## config.mk

```make
export PLATFORM = sky130hd
export DESIGN_NAME = instruction_fetch_flat
export DESIGN_NICKNAME = d
export VERILOG_FILES = /design/src/rtl/mips32_pkg.sv /design/src/rtl/instruction_fetch_if.sv /design/src/rtl/instruction_fetch_pc_reg.sv /design/src/rtl/instruction_fetch.sv /design/src/flat_wrapper.sv
export SDC_FILE = /design/constraint.sdc
export NUM_CORES = 1
export LEC_CHECK = 0
export ABC_AREA = 1
export CAP_MARGIN = 10
export CORE_ASPECT_RATIO = 1.2
export CORE_MARGIN = 5
export CORE_UTILIZATION = 51
export DETAILED_ROUTE_END_ITERATION = 7
export PLACE_DENSITY = 0.92
export SLEW_MARGIN = 20
export SYNTH_ARGS = -nofsm -noshare
export SYNTH_HDL_FRONTEND = slang
export SYNTH_SLANG_ARGS = --single-unit
```

## constraint.sdc

```tcl
create_clock -name clk -period 9 [get_ports clk]
set_input_delay 0.9 -clock clk [delete_from_list [all_inputs] [get_ports clk]]
set_output_delay 0.9 -clock clk [all_outputs]
set_load 0.01 [all_outputs]
```

## src/rtl/mips32_pkg.sv

```systemverilog
// Shared types and constants for the MIPS32 fetch stage.
package mips32_pkg;

  typedef enum logic [1:0] {
    FETCH = 2'd0,
    WAIT  = 2'd1,
    DRAIN = 2'd2,
    HOLD  = 2'd3
  } fetch_state_t;

  localparam logic [31:0] NOP_INSTR = 32'h0000_0000;
  localparam logic [31:0] PC_STEP   = 32'd4;

  // Instruction addresses are always word aligned.
  function automatic logic [31:0] word_align(input logic [31:0] addr);
    return {addr[31:2], 2'b00};
  endfunction

endpackage

```

## src/rtl/instruction_fetch_if.sv

```systemverilog
// Memory, redirect and decode-side signals of the fetch stage.
interface instruction_fetch_if;

  logic        imem_req_valid;
  logic        imem_req_ready;
  logic [31:0] imem_req_addr;
  logic        imem_resp_valid;
  logic [31:0] imem_resp_data;
  logic        redirect_valid;
  logic [31:0] redirect_pc;
  logic        if_valid;
  logic        if_ready;
  logic [31:0] if_instr;
  logic [31:0] if_pc;
  logic [31:0] if_pc_plus4;
  logic [31:0] fetch_count;

  modport master (
    output imem_req_valid, imem_req_addr,
    input  imem_req_ready, imem_resp_valid, imem_resp_data,
    input  redirect_valid, redirect_pc,
    output if_valid, if_instr, if_pc, if_pc_plus4, fetch_count,
    input  if_ready
  );

  modport slave (
    input  imem_req_valid, imem_req_addr,
    output imem_req_ready, imem_resp_valid, imem_resp_data,
    output redirect_valid, redirect_pc,
    input  if_valid, if_instr, if_pc, if_pc_plus4, fetch_count,
    output if_ready
  );

endinterface

```

## src/rtl/instruction_fetch_pc_reg.sv

```systemverilog
// Program counter register with next-PC select: reset, redirect, advance, hold.
module pc_reg
  import mips32_pkg::*;
#(
  parameter logic [31:0] RESET_PC = 32'h0000_0000
) (
  input  logic        clk,
  input  logic        reset,
  input  logic        load_i,
  input  logic [31:0] load_pc_i,
  input  logic        advance_i,
  output logic [31:0] pc_o
);

  logic [31:0] pc_q;
  logic [31:0] pc_d;

  always_comb begin
    pc_d = pc_q;
    if (load_i) begin
      pc_d = word_align(load_pc_i);
    end else if (advance_i) begin
      pc_d = pc_q + PC_STEP;
    end else begin
      pc_d = pc_q;
    end
  end

  always_ff @(posedge clk or posedge reset) begin
    if (reset) begin
      pc_q <= RESET_PC;
    end else begin
      pc_q <= pc_d;
    end
  end

  assign pc_o = pc_q;

endmodule

```

## src/rtl/instruction_fetch.sv

```systemverilog
// Fetch stage: one outstanding imem read, redirect squashing, decode handoff.
module instruction_fetch
  import mips32_pkg::*;
#(
  parameter logic [31:0] RESET_PC = 32'h0000_0000
) (
  input  logic                clk,
  input  logic                reset,
  instruction_fetch_if.master bus
);

  fetch_state_t state_q;
  fetch_state_t state_d;
  logic [31:0]  pc;
  logic [31:0]  if_instr_q;
  logic [31:0]  if_pc_q;
  logic [31:0]  if_pc_plus4_q;
  logic [31:0]  fetch_count_q;
  logic         req_valid;
  logic         hold_valid;
  logic         latch_en;
  logic         consume;
  logic         pc_advance;

  pc_reg #(.RESET_PC(RESET_PC)) u_pc_reg (
    .clk       (clk),
    .reset     (reset),
    .load_i    (bus.redirect_valid),
    .load_pc_i (bus.redirect_pc),
    .advance_i (pc_advance),
    .pc_o      (pc)
  );

  always_ff @(posedge clk or posedge reset) begin
    if (reset) begin
      state_q <= FETCH;
    end else begin
      state_q <= state_d;
    end
  end

  // Any redirect also reloads pc inside pc_reg; here we only pick the state.
  always_comb begin
    state_d = state_q;
    unique case (state_q)
      FETCH: begin
        if (bus.imem_req_ready) begin
          state_d = bus.redirect_valid ? DRAIN : WAIT;
        end else begin
          state_d = FETCH;
        end
      end
      WAIT: begin
        if (bus.imem_resp_valid) begin
          state_d = bus.redirect_valid ? FETCH : HOLD;
        end else if (bus.redirect_valid) begin
          state_d = DRAIN;
        end else begin
          state_d = WAIT;
        end
      end
      DRAIN: begin
        if (bus.imem_resp_valid) begin
          state_d = FETCH;
        end else begin
          state_d = DRAIN;
        end
      end
      HOLD: begin
        if (bus.if_ready || bus.redirect_valid) begin
          state_d = FETCH;
        end else begin
          state_d = HOLD;
        end
      end
      default: state_d = FETCH;
    endcase
  end

  always_comb begin
    req_valid  = (state_q == FETCH) && !reset;
    hold_valid = (state_q == HOLD);
    latch_en   = (state_q == WAIT) && bus.imem_resp_valid && !bus.redirect_valid;
    consume    = (state_q == HOLD) && bus.if_ready;
    pc_advance = consume && !bus.redirect_valid;
  end

  always_ff @(posedge clk or posedge reset) begin
    if (reset) begin
      if_instr_q    <= NOP_INSTR;
      if_pc_q       <= 32'h0000_0000;
      if_pc_plus4_q <= 32'h0000_0000;
    end else if (latch_en) begin
      if_instr_q    <= bus.imem_resp_data;
      if_pc_q       <= pc;
      if_pc_plus4_q <= pc + PC_STEP;
    end else begin
      if_instr_q    <= if_instr_q;
      if_pc_q       <= if_pc_q;
      if_pc_plus4_q <= if_pc_plus4_q;
    end
  end

  // A consume coinciding with a redirect still counts as delivered.
  always_ff @(posedge clk or posedge reset) begin
    if (reset) begin
      fetch_count_q <= 32'h0000_0000;
    end else if (consume) begin
      fetch_count_q <= fetch_count_q + 32'd1;
    end else begin
      fetch_count_q <= fetch_count_q;
    end
  end

  assign bus.imem_req_valid = req_valid;
  assign bus.imem_req_addr  = pc;
  assign bus.if_valid       = hold_valid;
  assign bus.if_instr       = if_instr_q;
  assign bus.if_pc          = if_pc_q;
  assign bus.if_pc_plus4    = if_pc_plus4_q;
  assign bus.fetch_count    = fetch_count_q;

endmodule

```

## src/flat_wrapper.sv

```systemverilog
// flat-port wrapper written by rule: the top's interface ports become plain ports
module instruction_fetch_flat import mips32_pkg::*;
#(
  parameter logic [31:0] RESET_PC = 32'h0000_0000
)
  (clk, reset, bus_imem_req_valid, bus_imem_req_addr, bus_imem_req_ready, bus_imem_resp_valid, bus_imem_resp_data, bus_redirect_valid, bus_redirect_pc, bus_if_valid, bus_if_instr, bus_if_pc, bus_if_pc_plus4, bus_fetch_count, bus_if_ready);
  instruction_fetch_if bus_i ();
  input  logic clk;
  input  logic reset;
  output wire logic [$bits(bus_i.imem_req_valid)-1:0] bus_imem_req_valid;
  output wire logic [$bits(bus_i.imem_req_addr)-1:0] bus_imem_req_addr;
  input wire logic [$bits(bus_i.imem_req_ready)-1:0] bus_imem_req_ready;
  input wire logic [$bits(bus_i.imem_resp_valid)-1:0] bus_imem_resp_valid;
  input wire logic [$bits(bus_i.imem_resp_data)-1:0] bus_imem_resp_data;
  input wire logic [$bits(bus_i.redirect_valid)-1:0] bus_redirect_valid;
  input wire logic [$bits(bus_i.redirect_pc)-1:0] bus_redirect_pc;
  output wire logic [$bits(bus_i.if_valid)-1:0] bus_if_valid;
  output wire logic [$bits(bus_i.if_instr)-1:0] bus_if_instr;
  output wire logic [$bits(bus_i.if_pc)-1:0] bus_if_pc;
  output wire logic [$bits(bus_i.if_pc_plus4)-1:0] bus_if_pc_plus4;
  output wire logic [$bits(bus_i.fetch_count)-1:0] bus_fetch_count;
  input wire logic [$bits(bus_i.if_ready)-1:0] bus_if_ready;
  assign bus_imem_req_valid = bus_i.imem_req_valid;
  assign bus_imem_req_addr = bus_i.imem_req_addr;
  assign bus_i.imem_req_ready = bus_imem_req_ready;
  assign bus_i.imem_resp_valid = bus_imem_resp_valid;
  assign bus_i.imem_resp_data = bus_imem_resp_data;
  assign bus_i.redirect_valid = bus_redirect_valid;
  assign bus_i.redirect_pc = bus_redirect_pc;
  assign bus_if_valid = bus_i.if_valid;
  assign bus_if_instr = bus_i.if_instr;
  assign bus_if_pc = bus_i.if_pc;
  assign bus_if_pc_plus4 = bus_i.if_pc_plus4;
  assign bus_fetch_count = bus_i.fetch_count;
  assign bus_i.if_ready = bus_if_ready;
  instruction_fetch #(.RESET_PC(RESET_PC)) u_core (.clk(clk), .reset(reset), .bus(bus_i));
endmodule
```

==> results.md, run 1 <==
- Kind of critical path: primary input to flop
- Via count: 7,258
- Placed cell count: 1,385
- Post-DP HPWL: 16,600 um
- Crit path DAT: 3.53 ns
- Die Area: 17,500 sq um
- Area after DPL: 9960 sq um
- TritonCTS Sinks: 156
- Largest net degree at the start of global routing: 115
- Vias in the first global route: 7,230
- Critical R2R Capture: u_core.bus.if_pc[10]
- Post-route setup TNS: 0 ns
- Via-to-Cell Ratio: 5.12
- Post-Synthesis Cell Area: 7600 sq um
- Min Tclk post-route: 3.29 ns
- Setup violators final: 0
- Worst slew pin tran: 1.12 ns
- Register Area: 3900 sq um
- Crit path capture type: flop
- Synth cell types: 31
- Fin Hold WS: 0.476 ns
- Largest cells by area after synthesis: dfrtp_1, nand2_1, inv_1
- Antenna cells: 0
- Core area: 14,800 sq um
- Starting DRT DRC Count: 484
- Final Max Tran Viols: 0
- P_leak: 5.04 nW
- Final cell count without fillers: 1,417
- TritonCTS Buffers: 17
- Post-layout instance area: 10,600 sq um
- CTS tree: built
- Worst vdd ir: 0.000163 V
- Synth warnings: 0
- Max-Slew Margin vs Limit: 25.0%
- Row count: 49
- Register bit total from synthesis: 156
- Reg-to-Reg Start: u_core.state_q[0]
- Area grow syn2layout: 39.6%
- Status: finished, final reports clean
- Final nets: 1,274
- Final setup skew: 0.00841 ns
- Fillers: 1,139
- Layout cells sized above 1: 4.95%
- # hold bufs at CTS: 0
- Initial antenna violation count: 0
- Post-CTS Resized: 0
- Layout Utilization: 71.5%
- RSZ-0062 raised after global routing: no
- Worst Reg-to-Reg Cells: 5
- Overflow left after global routing: 0
- RePlAce Congestion: 0.953
- Footprint of the multi-input gates: 3190 sq um
- H-tree levels: 4
- Pint: 1.89 mW
- Final worst-path cycle share: 36.6%
- DR pass1 iterations: 6
- Starting Density: 51.2%
- Power share of the combinational group: 32.7%
- Die height: 144 um
- Sw Share: 31.6%
- Top cell type's share of synthesized area: 51.4%
- Flop-to-flop setup slack: 6.84 ns
- Drt total wl: 23,400 um
- Post-CTS Setup Bufs: 0
- Register area share after synthesis: 51.4%
- Critical path launch point type: primary input
- Wire per inst: 16.5 um
- Mapped Cells: 983
- Port-buffer cells: 223
- ANT nets after route: 0
- Clk pin slew, worst setup/hold paths: 0.07 ns
- Post-route DRC: 0
- Maxcap violations: 0
- Net switching power: 875 uW
- Worst-skew pair later-pin latency: 0.43 ns
- Worst-case clock buffer depth: 2
- Worst endpoint required time: 9.24 ns
- Class of the worst hold path: flop to flop
- # IOs: 232
- Yosys top cell by area: dfrtp_1
- Clk root buf: clkbuf_16
- Final hold vios: 0
- Setup crit end: u_core.bus.if_pc[10]
- First-pass GRT wire length: 36,700 um
- Clock power share: 29.1%
- Reg power frac: 38.2%
- Max Freq: 0.304 GHz
- Largest fanout on the critical path: 114
- Tot GR Track Use: 27.1%
- Mean Syn Cell Area: 7.73 sq um
- Die width: 121 um
- Worst Setup SP: bus_redirect_valid
- Pwr dens: 261 nW/um^2
[power groups by stage]
stage | clock, mW | sequential [mW] | combinational, mW
4_1_cts | 0.814 | 1.05 | 0.918
2_1_floorplan | 0 | 1.14 | 0.269
3_5_place_dp | 0 | 1.06 | 0.910
5_1_grt | 0.846 | 1.08 | 0.982
3_3_place_gp | 0 | 1.05 | 0.883
6_report | 0.805 | 1.06 | 0.904
[how the worst min path moves through the flow]
stage | startpoint | end | slack, ns | cells past startpoint
floorplan | u_core.bus.if_instr[0] | u_core.bus.if_instr[0] | 0.52 | 2
global placement | u_core.bus.if_instr[22] | u_core.bus.if_instr[22] | 0.46 | 2
detailed placement | u_core.bus.if_pc_plus4[22] | u_core.bus.if_pc_plus4[22] | 0.46 | 2
CTS | u_core.bus.if_pc_plus4[22] | u_core.bus.if_pc_plus4[22] | 0.48 | 2
global route | u_core.bus.if_instr[7] | u_core.bus.if_instr[7] | 0.49 | 2
finish | u_core.bus.if_instr[11] | u_core.bus.if_instr[11] | 0.48 | 2
[placed cells by master (no fill, tap or decap), types with 5 or more instances in the layout]
master           instances
inv_1                   86
bufinv_16                5
nand4_1                  9
o21ai_0                 62
inv_6                    5
nor2_4                  10
conb_1                   6
dfrtp_1                156
xnor2_1                 14
clkbuf_16               17
xor2_1                  23
clkdlybuf4s50_1        223
nand3_1                 27
nand2_1                454
nor2_1                  69
[critical path: stages]
cell and delay [ns]:
clkdlybuf4s50_1 0.46, buf_4 0.40, inv_1 0.28, nand3_4 0.25, buf_4 0.81, o21ai_0 0.28
[through the flow]
step | power, mW | setup slack (ns)
5_1_grt | 2.91 | 5.60
6_report | 2.77 | 5.71
3_5_place_dp | 1.97 | 5.39
4_1_cts | 2.79 | 5.77
3_3_place_gp | 1.93 | 5.49
2_1_floorplan | 1.41 | 3.89
[cell type report]
cell class / instances / share of cell area, %
Tap cell: 204 / 2.41
Clock buffer: 20 / 4.21
Clock inverter: 12 / 1.95
Timing Repair Buffer: 227 / 21.3
Sequential cell: 156 / 36.8
Multi-Input combinational cell: 707 / 30.1
Inverter: 91 / 3.27
[logic make-up after synthesis]
kind of cell | synth area share, %
other | 0.0493
AO/OA/AOI/OAI | 5.20
adder cells (fa/ha/maj) | 0.659
XOR/XNOR | 4.26
AND/OR/NAND/NOR | 31.4
buffers and inverters | 7.03
flip-flops | 51.4
[cell usage after synthesis]
library cell / instances
nand2_1: 454
dfrtp_1: 156
inv_1: 87
nor2_1: 69
o21ai_0: 62
nand3_1: 27
xor2_1: 23
xnor2_1: 14
clkbuf_1: 12
buf_4: 10
nor2_4: 10
buf_2: 9
nand4_1: 9
ha_1: 4
inv_2: 4
nand2_2: 4
nor2_2: 4
nor3_1: 4
o211ai_1: 4
o21bai_1: 4
and2_1: 2
buf_6: 2
a21oi_1: 1
clkbuf_2: 1
conb_1: 1
nand2_4: 1
nand3_2: 1
nand3_4: 1
o21ai_1: 1
o221ai_1: 1
o22ai_1: 1
[registers in the layout, summed over array words and instances, names as in the netlist]
signal,count
u_core.bus.if_pc,30
u_core.bus.if_instr,32
u_core.u_pc_reg.pc_o,30
u_core.bus.fetch_count,32
u_core.state_q,2
u_core.bus.if_pc_plus4,30
[layer usage]
metal  vias up  track usage (%)  wire, um
li1       3439                -         -
met4         0             13.1       959
met3        75             8.27      1760
met2       341             46.2     11900
met5         -                0         0
met1      3403             31.0      8750
(Power assumes the default switching activity.)
==> run 2, diff against run 1 <==
--- a/config.mk
+++ b/config.mk
@@ -9,9 +9,9 @@
 export CAP_MARGIN = 10
 export CORE_ASPECT_RATIO = 1.2
 export CORE_MARGIN = 5
-export CORE_UTILIZATION = 51
+export CORE_UTILIZATION = 43
 export DETAILED_ROUTE_END_ITERATION = 7
-export PLACE_DENSITY = 0.92
+export PLACE_DENSITY = 0.83
 export SLEW_MARGIN = 20
 export SYNTH_ARGS = -nofsm -noshare
 export SYNTH_HDL_FRONTEND = slang
==> constraint.sdc (replaced) <==
create_clock -name clk -period 2.7 [get_ports clk]
set_input_delay 0.27 -clock clk [delete_from_list [all_inputs] [get_ports clk]]
set_output_delay 0.27 -clock clk [all_outputs]
set_load 0.01 [all_outputs]
==> run 2 against run 1 <==
Compared with the run above:
- wire length down 3.7%
- utilization down 10 points
- final area up 0.96%
- flip-flop and latch count unchanged
- power rose to 3.3 times the previous value
- register-to-register slack worse by 6.1 ns
- non-clock buffer count up 2
==> results.md, run 2 (same netlist as run 1, synthesis figures left out) <==
- Status: finished, final reports clean
- Die width: 131 um (+8.2%)
- P_leak: 5.07 nW (+0.61%)
- Wire per inst: 15.7 um (-4.9%)
- Maxcap violations: 0 (unchanged)
- Via-to-Cell Ratio: 4.87 (-5.0%)
- Class of the worst hold path: primary input to asynchronous set/reset pin
- Met1 usage: 25.4% (-5.6 points)
- Worst vdd ir: 0.000461 V (+180%)
- Crit path capture type: primary output
- CTS tree: built
- Critical path launch point type: flop
- Post-route DRC: 0 (unchanged)
- Die Area: 20,400 sq um (+17%)
- Max Freq: 0.491 GHz
- Tot Pwr: 9.25 mW (+230%)
- Final nets: 1,276 (+0.16%)
- Fillers: 1,462 (+28%)
- Vias in the first global route: 7,158 (-1.0%)
- Row count: 53 (+8.2%)
- Port-buffer cells: 223 (unchanged)
- Worst-case clock buffer depth: 2 (unchanged)
- Core area: 17,400 sq um (+18%)
- Post-CTS Setup Bufs: 0 (unchanged)
- Area grow syn2layout: 40.9%
- CP max stage cell: clkdlybuf4s50_1
- Post-DP HPWL: 16,200 um (-2.2%)
- Cells along the critical path: nor3_1 -> clkdlybuf4s50_1
- Tot GR Track Use: 22.1% (-5.0 points)
- Met2 Usage GRT: 38.3% (-7.9 points)
- Initial antenna violation count: 0 (unchanged)
- TritonCTS Buffers: 17 (unchanged)
- Overflow left after global routing: 0 (unchanged)
- Kind of critical path: flop to primary output
- Starting Density: 43.6% (-7.6 points)
- # IOs: 232 (unchanged)
- TritonCTS Sinks: 156 (unchanged)
- Layout cells sized above 1: 5.10% (+0.16 points)
- Fin Hold WS: 0.385 ns (-0.0908 ns)
- Placed cell count: 1,403 (+1.3%)
- Post-route setup TNS: 0 ns (unchanged)
- ANT nets after route: 0 (unchanged)
- Crit path DAT: 1.77 ns (-1.76 ns)
- Largest fanout on the critical path: 5 (-96%)
- Reg-to-Reg Start: u_core.u_pc_reg.pc_o[2]
- Drt total wl: 22,500 um (-3.7%)
- Worst Setup SP: u_core.state_q[1]
- Antenna cells: 0 (unchanged)
- Final hold vios: 0 (unchanged)
- Starting DRT DRC Count: 428 (-12%)
- Pwr dens: 864 nW/um^2 (+230%)
- Max-Slew Margin vs Limit: 40.2% (+15 points)
- Clk root buf: clkbuf_16
- Post-CTS Resized: 0 (unchanged)
- Final worst-path cycle share: 75.5%
- Min Tclk post-route: 2.04 ns
- Most frequent cells in the layout: nand2_1, clkdlybuf4s50_1, dfrtp_1
- Final Max Tran Viols: 0 (unchanged)
- Layout Utilization: 61.4% (-10 points)
- RSZ-0062 raised after global routing: no
- Most common cell after layout, fill and taps aside: nand2_1
- Top delay family on crit path: buffers and inverters
- Setup violators final: 0 (unchanged)
- First-pass GRT wire length: 36,700 um (+0.19%)
- DR pass1 iterations: 5 (-1)
- Met3 Use GR: 6.61% (-1.7 points)
- Worst slew pin tran: 0.896 ns (-0.226 ns)
- # hold bufs at CTS: 0 (unchanged)
- RePlAce Congestion: 0.946 (-0.70%)
- Worst endpoint required time: 2.43 ns (-6.81 ns)
- Worst-skew pair later-pin latency: 0.42 ns (about the same)
- Slowest stage delay, CP: 0.60 ns (-0.21 ns)
- Via count: 6,986 (-3.7%)
- Most used routing layer: met2
- Final cell count without fillers: 1,435 (+1.3%)
- Critical path buffers and inverters: 1 (-3)
- Die height: 156 um (+8.3%)
- H-tree levels: 4 (unchanged)
- Clk pin slew, worst setup/hold paths: 0.06 ns (about the same)
- Largest net degree at the start of global routing: 127 (+10%)
- Final setup skew: 0.00873 ns (+0.000321 ns)
[run 2: cell type report]
type / count / area, sq um / area share [%]
inverters: 91 / 347 / 3.24
repair buffers: 229 / 2330 / 21.7
clock buffers: 19 / 433 / 4.04
clock inverters: 13 / 236 / 2.21
flip-flops and latches: 156 / 3900 / 36.4
multi-input cells: 707 / 3190 / 29.8
well taps: 220 / 275 / 2.57
[run 2: report_power, final]
part | leakage (nW) | switching [mW] | internal [mW]
clock | 0.323 | 0.988 | 1.75
sequential | 2.00 | 0.493 | 3.03
combinational | 2.75 | 1.38 | 1.61
[run 2: routing by layer]
layer	wire length [um]	vias up
li1	-	3442
met1	8840	3239
met2	11300	251
met3	1530	54
met4	792	0
met5	0	-
[run 2: path summary, 6_finish.rpt]
| check | endpoint | slack (ns) | depth (start not counted) |
|---|---|---|---|
| setup / recovery | bus_imem_req_valid | 0.66 | 2 |
| hold / removal | u_core.bus.if_instr[14] | 0.39 | 2 |
| setup reg to reg | u_core.bus.if_pc_plus4[24] | 0.75 | 10 |
| hold reg to reg | u_core.bus.if_pc_plus4[24] | 0.48 | 2 |
| max in group asynchronous | u_core.u_pc_reg.pc_o[13] | 1.63 | 3 |
| min in group clk | u_core.bus.if_instr[3] | 0.39 | 3 |
[run 2: through the flow]
stage          cell area, sq um  setup WS [ns]
2_1_floorplan              7620          0.457
3_3_place_gp              10000          0.524
3_5_place_dp              10000          0.447
4_1_cts                   10700          0.638
5_1_grt                   10700          0.569
6_report                  10700          0.662
==> run 3, diff against run 2 <==
--- a/config.mk
+++ b/config.mk
@@ -9,9 +9,9 @@
 export CAP_MARGIN = 10
 export CORE_ASPECT_RATIO = 1.2
 export CORE_MARGIN = 5
-export CORE_UTILIZATION = 43
+export CORE_UTILIZATION = 47
 export DETAILED_ROUTE_END_ITERATION = 7
-export PLACE_DENSITY = 0.83
+export PLACE_DENSITY = 0.86
 export SLEW_MARGIN = 20
 export SYNTH_ARGS = -nofsm -noshare
 export SYNTH_HDL_FRONTEND = slang
==> constraint.sdc (replaced) <==
create_clock -name clk -period 1.9 [get_ports clk]
set_input_delay 0.19 -clock clk [delete_from_list [all_inputs] [get_ports clk]]
set_output_delay 0.19 -clock clk [all_outputs]
set_load 0.01 [all_outputs]
==> run 3 against run 2 <==
Compared with the run above:
- clock-buffer cell count stayed put
- utilization is 5.8 points higher
- sequential power is 42% higher
- hold slack worse by 0.086 ns
- clock skew is 0.0012 ns higher
- sequential share of layout area is 0.28 points lower
- final area is 0.85% higher
- combinational power is 44% higher
- wire length is 0.16% higher
- register-to-register slack worse by 0.58 ns
- critical endpoint is now bus_if_valid
==> results.md, run 3 (same netlist as run 1, synthesis figures left out) <==
- Final Max Tran Viols: 0 (unchanged)
- Die Area: 18,800 sq um (-7.9%)
- Via count: 7,076 (+1.3%)
- RePlAce Congestion: 0.970 (+2.6%)
- Area grow syn2layout: 42.1%
- RSZ-0062 raised after global routing: no
- ANT nets after route: 0 (unchanged)
- First-pass GRT wire length: 36,400 um (-1.1%)
- Largest fanout on the critical path: 6 (+1)
- Final setup skew: 0.00990 ns (+0.00117 ns)
- TritonCTS Buffers: 17 (unchanged)
- Status: finished, final reports clean
- Kind of critical path: flop to primary output
- Post-CTS Setup Bufs: 0 (unchanged)
- TritonCTS Sinks: 156 (unchanged)
- Max Freq: 0.562 GHz
- Die height: 149 um (-4.1%)
- Post-DP HPWL: 16,500 um (+1.8%)
- Tot GR Track Use: 24.4% (+2.3 points)
- # IOs: 232 (unchanged)
- Drt total wl: 22,500 um (+0.16%)
- Most frequent cells in the layout: nand2_1, clkdlybuf4s50_1, dfrtp_1
- Crit path capture type: primary output
- Port-buffer cells: 223 (unchanged)
- Layout cells sized above 1: 6.28% (+1.2 points)
- CTS tree: built
- Pwr dens: 1200 nW/um^2 (+39%)
- Startpoint of the worst hold path: bus_imem_resp_data[14]
- Worst endpoint required time: 1.71 ns (-0.72 ns)
- Initial antenna violation count: 0 (unchanged)
- Starting Density: 47.3% (+3.7 points)
- Final cell count without fillers: 1,438 (+0.21%)
- Vias in the first global route: 7,139 (-0.27%)
- Layout Utilization: 67.2% (+5.8 points)
- Largest net degree at the start of global routing: 86 (-32%)
- Core area: 16,100 sq um (-7.8%)
- Setup violators final: 0 (unchanged)
- Overflow left after global routing: 0 (unchanged)
- P_leak: 5.14 nW (+1.2%)
- Critical path launch point type: flop
- Worst vdd ir: 0.000660 V (+43%)
- Fin Hold WS: 0.300 ns (-0.0856 ns)
- Final hold vios: 0 (unchanged)
- Via-to-Cell Ratio: 4.92 (+1.1%)
- Clk pin slew, worst setup/hold paths: 0.06 ns (about the same)
- Maxcap violations: 0 (unchanged)
- Worst Setup SP: u_core.state_q[0]
- Die width: 126 um (-4.0%)
- Min Tclk post-route: 1.78 ns
- Starting DRT DRC Count: 370 (-14%)
- Wire per inst: 15.7 um (about the same)
- Placed cell count: 1,406 (+0.21%)
- Worst-skew pair later-pin latency: 0.43 ns (about the same)
- Post-route DRC: 0 (unchanged)
- Final nets: 1,287 (+0.86%)
- DR pass1 iterations: 5 (unchanged)
- Class of the worst hold path: primary input to flop
- Most common cell after layout, fill and taps aside: nand2_1
- H-tree levels: 4 (unchanged)
- Antenna cells: 0 (unchanged)
- Clk root buf: clkbuf_16
- Reg-to-Reg Start: u_core.u_pc_reg.pc_o[10]
- Row count: 51 (-3.8%)
- Crit path DAT: 1.59 ns (-0.18 ns)
- Final worst-path cycle share: 93.7%
- Worst-case clock buffer depth: 2 (unchanged)
## run 3: changes by cell type in the layout (fill, tap and decap cells not counted), sizes merged
cell / before / now
buf: 6 / 17
clkdlybuf4s50: 223 / 222
clkinvlp: 2 / 3
dlymetal6s2s: 0 / 1
inv: 92 / 93
bufinv: 6 / 4
## run 3: final timing paths
check	end	slack, ns	cells after the start
max	bus_if_valid	0.12	3
min in group asynchronous	u_core.bus.if_instr[6]	0.31	3
max reg2reg	u_core.u_pc_reg.pc_o[13]	0.17	7
max in group asynchronous	u_core.bus.if_pc_plus4[5]	1.16	3
min reg2reg	u_core.bus.if_instr[24]	0.48	2
min	u_core.bus.if_instr[14]	0.30	3
## run 3: worst max-delay path, stage by stage (launching register included)
cell and delay [ns]:
dfrtp_2 0.46, nand2_1 0.07, inv_1 0.10, clkdlybuf4s50_1 0.55
## run 3: per-layer routing
| layer | vias up | GRT usage, % | routed length [um] |
|---|---|---|---|
| met5 | - | 0 | 0 |
| met4 | 0 | 9.98 | 735 |
| met3 | 51 | 7.49 | 1820 |
| met2 | 273 | 41.2 | 11200 |
| met1 | 3295 | 29.1 | 8790 |
| li1 | 3457 | - | - |
## run 3: power breakdown
part           switching [mW]  total, mW  internal, mW
registers               0.687       4.99          4.31
logic                    1.98       4.32          2.33
clock network            1.43       3.67          2.25
total                    4.10       13.0          8.88
## run 3: repair_timing
item / in CTS / in global routing
cloned: 0 / 0
setup endpoints to repair: 1 / 7
pin swaps: 0 / 1
hold buffers: 0 / 0
gates resized for setup: 2 / 2
## run 3: area by class of cell
cell class,count,area (sq um)
multi-input cells,707,3190
clock inverters,13,189
inverters,91,345
clock buffers,19,443
repair buffers,240,2460
flip-flops and latches,156,3910
fillers,1329,5280
well taps,212,265
## run 3: through the flow
stage	worst slack, ns	setup TNS [ns]	area [sq um]	power [mW]
finish	0.120	0	10800	13.0
global route	0.0441	0	10800	13.7
CTS	0.0188	0	10800	13.1
detailed placement	0.105	0	10200	9.36
global placement	0.122	0	10200	9.26
floorplan	-0.263	-41.01	7620	6.68
